### src/rtl/nlc_pkg.sv
// Shared types for the nested loop counter: accumulator lifetime mode and sequencer states.
package nlc_pkg;

   typedef enum logic {
      MODE_AUTO   = 1'b0,
      MODE_STATIC = 1'b1
   } nlc_mode_e;

   typedef enum logic [1:0] {
      IDLE = 2'd0,
      RUN  = 2'd1,
      DONE = 2'd2
   } nlc_state_e;

endpackage

### src/rtl/nlc_idx_ctr.sv
// Two-level index counter, inner index fastest, wrapping to (0,0) after the last beat.
// Flags describe the current beat (last_beat) and the beat that follows it (first_inner).
module nlc_idx_ctr #(
   parameter int CNT_W = 4
) (
   input  logic             clk,
   input  logic             rst,
   input  logic             clear,
   input  logic             advance,
   input  logic [CNT_W-1:0] outer_n,
   input  logic [CNT_W-1:0] inner_n,
   output logic [CNT_W-1:0] outer_idx,
   output logic [CNT_W-1:0] inner_idx,
   output logic             first_inner,
   output logic             last_beat
);

   localparam logic [CNT_W-1:0] CNT_ONE = CNT_W'(1);

   logic             inner_last;
   logic             outer_last;
   logic [CNT_W-1:0] nxt_outer;
   logic [CNT_W-1:0] nxt_inner;

   // first_inner tells the accumulator that the next beat opens a new outer iteration
   always_comb begin
      inner_last  = (inner_idx == inner_n - CNT_ONE);
      outer_last  = (outer_idx == outer_n - CNT_ONE);
      last_beat   = inner_last && outer_last;
      nxt_inner   = inner_last ? '0 : inner_idx + CNT_ONE;
      nxt_outer   = outer_idx;
      if (inner_last) begin
         nxt_outer = outer_last ? '0 : outer_idx + CNT_ONE;
      end
      first_inner = (nxt_inner == '0);
   end

   always_ff @(posedge clk or posedge rst) begin
      if (rst) begin
         outer_idx <= '0;
         inner_idx <= '0;
      end else if (clear) begin
         outer_idx <= '0;
         inner_idx <= '0;
      end else if (advance) begin
         outer_idx <= nxt_outer;
         inner_idx <= nxt_inner;
      end
   end

endmodule

### src/rtl/nested_loop_counter.sv
// Two-level loop sequencer streaming an accumulator over valid/ready, automatic or static lifetime.
// Define NLC_TRACE_EN to print every transferred beat during simulation.
module nested_loop_counter
   import nlc_pkg::*;
#(
   parameter int DATA_W   = 8,
   parameter int CNT_W    = 4,
   parameter int INIT_VAL = 0
) (
   input  logic              clk,
   input  logic              rst,
   input  logic              start,
   input  logic              mode,
   input  logic [CNT_W-1:0]  outer_n,
   input  logic [CNT_W-1:0]  inner_n,
   output logic              out_valid,
   input  logic              out_ready,
   output logic [DATA_W-1:0] out_data,
   output logic [CNT_W-1:0]  out_outer_idx,
   output logic [CNT_W-1:0]  out_inner_idx,
   output logic              busy,
   output logic              done
);

   localparam logic [DATA_W-1:0] INIT_D   = DATA_W'(INIT_VAL);
   localparam logic [DATA_W-1:0] DATA_ONE = DATA_W'(1);

   nlc_state_e       state;
   nlc_mode_e        mode_q;
   logic [CNT_W-1:0] outer_q;
   logic [CNT_W-1:0] inner_q;
   logic             start_go;
   logic             transfer;
   logic             first_inner;
   logic             last_beat;

   assign start_go = (state == IDLE) && start;
   assign transfer = out_valid && out_ready;

   nlc_idx_ctr #(
      .CNT_W(CNT_W)
   ) u_idx_ctr (
      .clk        (clk),
      .rst        (rst),
      .clear      (start_go),
      .advance    (transfer),
      .outer_n    (outer_q),
      .inner_n    (inner_q),
      .outer_idx  (out_outer_idx),
      .inner_idx  (out_inner_idx),
      .first_inner(first_inner),
      .last_beat  (last_beat)
   );

   // out_data doubles as the accumulator, so each beat already carries the incremented value
   always_ff @(posedge clk or posedge rst) begin
      if (rst) begin
         state     <= IDLE;
         mode_q    <= MODE_AUTO;
         outer_q   <= '0;
         inner_q   <= '0;
         out_valid <= 1'b0;
         out_data  <= '0;
         busy      <= 1'b0;
         done      <= 1'b0;
      end else begin
         case (state)
            IDLE: begin
               done <= 1'b0;
               if (start) begin
                  mode_q  <= nlc_mode_e'(mode);
                  outer_q <= outer_n;
                  inner_q <= inner_n;
                  if ((outer_n != '0) && (inner_n != '0)) begin
                     state     <= RUN;
                     busy      <= 1'b1;
                     out_valid <= 1'b1;
                     out_data  <= INIT_D + DATA_ONE;
                  end else begin
                     state <= DONE;
                     done  <= 1'b1;
                  end
               end
            end
            RUN: begin
               if (transfer) begin
                  if (last_beat) begin
                     state     <= DONE;
                     busy      <= 1'b0;
                     out_valid <= 1'b0;
                     out_data  <= '0;
                     done      <= 1'b1;
                  end else if ((mode_q == MODE_AUTO) && first_inner) begin
                     out_data <= INIT_D + DATA_ONE;
                  end else begin
                     out_data <= out_data + DATA_ONE;
                  end
               end
            end
            DONE: begin
               done  <= 1'b0;
               state <= IDLE;
            end
            default: state <= IDLE;
         endcase
      end
   end

`ifdef NLC_TRACE_EN
   always @(posedge clk) begin
      if (!rst && transfer) begin
         $display("nlc mode=%0d outer=%0d inner=%0d data=%0d",
                  mode_q, out_outer_idx, out_inner_idx, out_data);
      end
   end
`else
`endif

endmodule

### config.mk
export PLATFORM = sky130hd
export DESIGN_NAME = nested_loop_counter
export DESIGN_NICKNAME = d
export VERILOG_FILES = /design/src/rtl/nlc_pkg.sv /design/src/rtl/nlc_idx_ctr.sv /design/src/rtl/nested_loop_counter.sv
export SDC_FILE = /design/constraint.sdc
export NUM_CORES = 1
export LEC_CHECK = 0
export ABC_CLOCK_PERIOD_IN_PS = 3200
export BUFFER_PORTS_ARGS = -buffer_cell sky130_fd_sc_hd__clkbuf_2
export CAP_MARGIN = 20
export CORE_MARGIN = 1.5
export CORE_UTILIZATION = 50
export DETAILED_ROUTE_END_ITERATION = 10
export PLACE_DENSITY_LB_ADDON = 0.25
export SETUP_SLACK_MARGIN = 0.3
export SYNTH_ARGS = -nofsm -noshare
export SYNTH_HDL_FRONTEND = slang
export SYNTH_HIERARCHICAL = 1
export SYNTH_SLANG_ARGS = --single-unit
### constraint.sdc
create_clock -name clk -period 3.2 [get_ports clk]
set_input_delay 0.32 -clock clk [delete_from_list [all_inputs] [get_ports clk]]
set_output_delay 0.32 -clock clk [all_outputs]
set_load 0.05 [all_outputs]
==> impl_metrics.env, run 1 <==
export IMPL_outcome="complete, no violations"
export IMPL_place_port_buffers=31
export IMPL_rsz0062_at_grt="false"
export IMPL_max_slew_margin=0.4475
export IMPL_post_cts_buffers=0
export IMPL_post_route_period_util=0.8186
export IMPL_cts_made_buffers=5
export IMPL_synthArstFlopShare=1.000
export IMPL_synth_edf_count=0
export IMPL_drt_wl_total_mm=3.700
export IMPL_drc=0
export IMPL_p_leak_nw=0.9335
export IMPL_vias_per_cell=5.592
export IMPL_h_tree_depth=2
export IMPL_clkSinkCount=29
export IMPL_worst_path_max_fanout=10
export IMPL_ys_seq_area_frac=0.4031
export IMPL_grt_pass1_vias=1383
export IMPL_cts_resized=0
export IMPL_synth_ff_type="dfrtp_1"
export IMPL_clock_latency_ps=330
export IMPL_power_mw=2.050
export IMPL_max_stage_delay_ps=660
export IMPL_worst_slew_pin_slew_ps=827.8
export IMPL_clkTransAtPathRegs_ps=100
export IMPL_worstSetupPathType="reg2reg"
export IMPL_grt_start_max_net_pins=22
export IMPL_synth_fp_nets=203
export IMPL_syn_avg_cell_area_sq_um=9.893
export IMPL_worst_setup_path_start_kind="register"
export IMPL_ys_types=41
export IMPL_num_io_pins=32
export IMPL_fin_nets=236
export IMPL_cts_tree="done"
export IMPL_crit_family="simple AND/OR/NAND/NOR gates"
export IMPL_yosysTopAreaCell="dfrtp_1"
export IMPL_yosysWarnings=6
export IMPL_num_antenna_cells=0
export IMPL_vdd_drop_max_mv=0.5926
export IMPL_power_density_nw_per_um2=977.0
export IMPL_area_growth_pct=16.54
export IMPL_dieHeight_um=63.01
export IMPL_postRouteAntennaNets=0
export IMPL_crit_chain="inv_1 -> ha_1 -> xnor2_1 -> nor3_4 -> nand2_2 -> nor2_1 -> nand2b_1 -> or4_1 -> o31ai_2"
export IMPL_drtIter0Drc=67
export IMPL_start_util=0.5312
export IMPL_via_count=1465
export IMPL_cp_num_buf_inv=1
export IMPL_yosys_top_cells_area="dfrtp_1, mux2_2, ha_1, o31ai_1, o21ai_0"
export IMPL_crit_path_top_delay_cell="or4_1"
export IMPL_fin_tns_setup_ps=0
export IMPL_coreArea_sq_um=3390
export IMPL_die_width_um=63.01
export IMPL_synth_seq_cells=29
export IMPL_drv_cap=0
export IMPL_slew_viol_final=0
export IMPL_max_freq_ghz=0.3818
export IMPL_fp_dieArea_sq_um=3970
export IMPL_max_clock_path_buffers=2
export IMPL_syn_inst=182
export IMPL_final_layout_size_suffix_gt1_frac=0.2685
export IMPL_grt_first_pass_wirelength_mm=6.230
export IMPL_end_kind="register"
export IMPL_finish_utilization=0.6190
export IMPL_antenna_found_initial=0
export IMPL_skew_ps=13.82
export IMPL_dp_hpwl_mm=2.786
export IMPL_syn_area_sq_um=1800
export IMPL_drt_pass1_iterations=4
export IMPL_arrival_ps=2860
export IMPL_wl_per_cell_um=14.12
export IMPL_fin_crit_ps=2619
export IMPL_cts_root_buf="clkbuf_4"
export IMPL_crit_required_ps=3440
export IMPL_synth_top_area_share=0.4031
export IMPL_hold_viol_final=0
export IMPL_gr_total_overflow=0
export IMPL_min_path_type="in2reg"
export IMPL_rows=21
export IMPL_setup_violations=0
export IMPL_grt_usage=0.2016
export IMPL_gp_congestion=0.8540
==> final cells by class <==
type	count	area, sq um
fill	275	1291
tap	46	57.56
inverter	13	53.80
multi-input combinational	134	993.5
clock buffer	5	37.54
clock inverter	3	65.06
sequential	29	725.7
timing repair buffer	32	165.2
==> layer usage <==
metal | part of all wire | track usage | vias to the layer above
li1 | - | - | 730
met1 | 0.45 | 0.2405 | 691
met2 | 0.50 | 0.3537 | 42
met3 | 0.045 | 0.05045 | 2
met4 | 0.0051 | 0.06389 | 0
met5 | 0 | 0 | -
==> path summary, 6_finish.rpt <==
path	endpoint	depth (start not counted)	from	slack, ps
setup / recovery	out_data[4]	9	inner_q[0]	580
hold / removal	outer_q[3]	2	outer_n[3]	250
max in group asynchronous	done	3	rst	1990
setup reg to reg	out_data[4]	9	inner_q[0]	580
min in group asynchronous	u_idx_ctr/inner_idx[3]	3	rst	460
hold reg to reg	done	1	done	510
==> repair_timing <==
item	4_1_cts	5_1_grt
endpoints found under the hold margin	8	0
endpoints found under the setup margin	0	0
hold buffers	1	0
==> cells in the mapped netlist, types with 5 or more instances <==
| cell type | instances |
|---|---|
| o21ai_0 | 13 |
| inv_1 | 12 |
| o31ai_1 | 9 |
| nor2_1 | 7 |
| nor3_1 | 6 |
| nand2_1 | 8 |
| nand3_1 | 10 |
| xnor2_1 | 7 |
| a21oi_1 | 6 |
| dfrtp_1 | 29 |
| xor2_1 | 5 |
| ha_1 | 8 |
| nor2b_1 | 6 |
| nand2b_1 | 6 |
| mux2_2 | 11 |
==> metrics by stage <==
stage | hold slack, ps | area, sq um | std cells | setup slack, ps
floorplan | 135.7 | 1800 | 182 | 615.2
global placement | 257.4 | 1986 | 253 | 682.6
detailed placement | 270.7 | 1986 | 253 | 576.8
CTS | 227.9 | 2098 | 262 | 569.5
global route | 222.5 | 2098 | 262 | 420.3
finish | 247.3 | 2098 | 262 | 580.5
==> cell families after synthesis <==
group	Yosys count	share of synthesized area
AND/OR/NAND/NOR	62	0.1974
AO/OA/AOI/OAI	40	0.1584
flip-flops	29	0.4031
buffers and inverters	19	0.04517
XOR/XNOR	13	0.07158
multiplexers	11	0.06880
adder cells (fa/ha/maj)	8	0.05560
==> placed cells by master, fill, tap and decap left out, types with 3 or more instances in the layout <==
cell type  netlist  layout
nor2b_1          6       6
nand2b_1         6       6
nor2_1           7       7
mux2_2          11      11
xnor2_1          7       7
clkbuf_4         0       5
inv_1           12      12
nand2_1          8       8
nor3_1           6       6
o21ai_0         13      13
xor2_1           5       5
a21oi_1          6       6
ha_1             8       8
dfrtp_1         29      29
o31ai_1          9       9
clkbuf_2         0      31
or4_1            3       3
nand3_1         10      10
==> where the power goes <==
| part | switching [mW] | leakage (nW) | internal [mW] |
|---|---|---|---|
| Sequential | 0.132 | 0.362 | 0.489 |
| Combinational | 0.640 | 0.516 | 0.415 |
| Clock | 0.132 | 0.0552 | 0.242 |
==> worst register-to-register path, cell delays in order (launching register included) <==
cell	delay, ps
dfrtp_1	410
inv_1	60
ha_1	300
xnor2_1	240
nor3_4	90
nand2_2	160
nor2_1	110
nand2b_1	250
or4_1	660
o31ai_2	260
==> state kept, by name, indices dropped and copies added, names as in the netlist <==
name                 cells
mode_q                   1
inner_q                  4
done                     1
state                    2
outer_q                  4
u_idx_ctr/outer_idx      4
out_data                 8
u_idx_ctr/inner_idx      4
busy                     1
(Power assumes the default switching activity.)
==> inputs of run 2 (changes only) <==
--- a/config.mk
+++ b/config.mk
@@ -5,7 +5,7 @@
 export SDC_FILE = /design/constraint.sdc
 export NUM_CORES = 1
 export LEC_CHECK = 0
-export ABC_CLOCK_PERIOD_IN_PS = 3200
+export ABC_CLOCK_PERIOD_IN_PS = 2400
 export BUFFER_PORTS_ARGS = -buffer_cell sky130_fd_sc_hd__clkbuf_2
 export CAP_MARGIN = 20
 export CORE_MARGIN = 1.5
==> constraint.sdc (replaced) <==
create_clock -name clk -period 2.4 [get_ports clk]
set_input_delay 0.24 -clock clk [delete_from_list [all_inputs] [get_ports clk]]
set_output_delay 0.24 -clock clk [all_outputs]
set_load 0.05 [all_outputs]
==> impl_metrics.env, run 2 (same netlist as run 1, synthesis figures left out) <==
export IMPL_gp_congestion=0.8982
export IMPL_outcome="complete, no violations"
export IMPL_grt_first_pass_wirelength_mm=7.217
export IMPL_num_io_pins=32
export IMPL_drc=0
export IMPL_postRouteAntennaNets=0
export IMPL_power_switching_mw=1.375
export IMPL_antenna_found_initial=0
export IMPL_drt_wl_total_mm=4.248
export IMPL_worstSetupPathType="reg2reg"
export IMPL_power_density_nw_per_um2=1365
export IMPL_grt_start_max_net_pins=22
export IMPL_start_util=0.5312
export IMPL_layout_commonest_cell="clkbuf_2"
export IMPL_dp_hpwl_mm=3.116
export IMPL_grt_pass1_vias=1561
export IMPL_finish_utilization=0.6925
export IMPL_fin_crit_ps=2169
export IMPL_layout_common_cells="clkbuf_2, dfrtp_1, buf_4, o21ai_0, mux2_2"
export IMPL_cts_root_buf="clkbuf_4"
export IMPL_crit_required_ps=2660
export IMPL_fin_nets=253
export IMPL_vdd_drop_max_mv=0.8736
export IMPL_rsz0062_at_grt="true"
export IMPL_arrival_ps=2430
export IMPL_sw_frac_of_total=0.4292
export IMPL_skew_ps=7.949
export IMPL_h_tree_depth=2
export IMPL_vias_per_cell=5.720
export IMPL_max_clock_path_buffers=2
export IMPL_clkSinkCount=29
export IMPL_drtIter0Drc=102
export IMPL_via_count=1596
export IMPL_drv_cap=0
export IMPL_worst_path_max_fanout=7
export IMPL_drt_pass1_iterations=5
export IMPL_post_route_period_util=0.9038
export IMPL_max_slew_margin=0.4454
export IMPL_dpl_cell_area_sq_um=2053
export IMPL_power_mw=3.203
export IMPL_p_seq_frac=0.258
export IMPL_p_int_mw=1.828
export IMPL_coreArea_sq_um=3390
export IMPL_final_layout_size_suffix_gt1_frac=0.4120
export IMPL_setup_violations=0
export IMPL_fp_dieArea_sq_um=3970
export IMPL_min_path_type="in2reg"
export IMPL_rows=21
export IMPL_p_comb_frac=0.586
export IMPL_p_leak_nw=1.025
export IMPL_worst_setup_path_start_kind="register"
export IMPL_grt_usage=0.2322
export IMPL_slew_viol_final=0
export IMPL_design_area_sq_um=2347
export IMPL_clockPowerShare=0.156
export IMPL_max_freq_ghz=0.4610
export IMPL_die_width_um=63.01
export IMPL_dieHeight_um=63.01
export IMPL_end_kind="register"
export IMPL_final_cell_count_no_fill=279
export IMPL_clock_latency_ps=340
export IMPL_largest_reg_flops=8
export IMPL_worst_slew_pin_slew_ps=831.0
export IMPL_area_growth_pct=30.37
export IMPL_wl_per_cell_um=15.23
export IMPL_cts_tree="done"
export IMPL_max_flop_register="out_data"
export IMPL_gr_total_overflow=0
export IMPL_place_inst=259
export IMPL_cts_made_buffers=5
export IMPL_hold_viol_final=0
export IMPL_place_port_buffers=31
export IMPL_num_antenna_cells=0
export IMPL_clkTransAtPathRegs_ps=100
[run 2: changes by cell type in the layout (fill, tap and decap cells not counted), moves of 4 or more]
| cell | delta |
|---|---|
| o31ai_1 | -4 |
| dfrtp_1 | -4 |
| dfrtp_2 | +4 |
| buf_4 | +16 |
[run 2: critical path, cell delays in order, from the launching register on]
cell and delay, ps:
dfrtp_1 410, inv_2 80, ha_4 210, xnor2_4 160
nor3_4 70, nand2_2 120, nor2_4 50, nand2b_4 170
or4_4 610, o31ai_2 200
[run 2: path summary, 6_finish.rpt]
| check | depth (start not counted) | to | slack, ps | from |
|---|---|---|---|---|
| worst max-delay path | 9 | out_data[3] | 230 | inner_q[1] |
| worst min-delay path | 2 | mode_q | 140 | mode |
| worst max register to register | 9 | out_data[3] | 230 | inner_q[1] |
| worst min register to register | 1 | done | 530 | done |
| max in group asynchronous | 3 | inner_q[2] | 1270 | rst |
| min in group asynchronous | 3 | u_idx_ctr/inner_idx[2] | 400 | rst |
[run 2: timing repair]
action / CTS / global route
buffers inserted: 9 / 2
hold endpoints to repair: 8 / 0
hold buffers: 1 / 0
pin swaps: 8 / 4
gates resized for setup: 16 / 5
endpoints found under the setup margin: 11 / 9
[run 2: layout make-up]
class	count	area, sq um
flip-flops and latches	29	730.7
fillers	271	1042
clock buffers	5	37.54
inverters	13	53.80
multi-input cells	134	1106
clock inverters	3	65.06
repair buffers	49	296.5
well taps	46	57.56
[run 2: metrics by stage]
stage,hold WS [ps],setup TNS (ps),setup WS (ps)
floorplan,55.39,0,80.19
global placement,190.0,0,140.1
detailed placement,196.8,-24.96,-24.96
CTS,141.3,0,201.8
global route,131.7,0,149.7
finish,141.8,0,230.8
[run 2: layer usage]
layer,share of wire,global-route usage,up-vias
li1,-,-,758
met1,0.41,0.2710,791
met2,0.54,0.4122,39
met3,0.039,0.06667,8
met4,0.017,0.06389,0
met5,0,0,-
[run 2: power groups by stage]
stage | Sequential, mW | Clock, mW | Combinational (mW)
finish | 0.827 | 0.500 | 1.88
global route | 0.853 | 0.533 | 2.03
CTS | 0.829 | 0.506 | 1.83
detailed placement | 0.844 | 0 | 1.57
global placement | 0.831 | 0 | 1.51
floorplan | 1.05 | 0 | 0.980
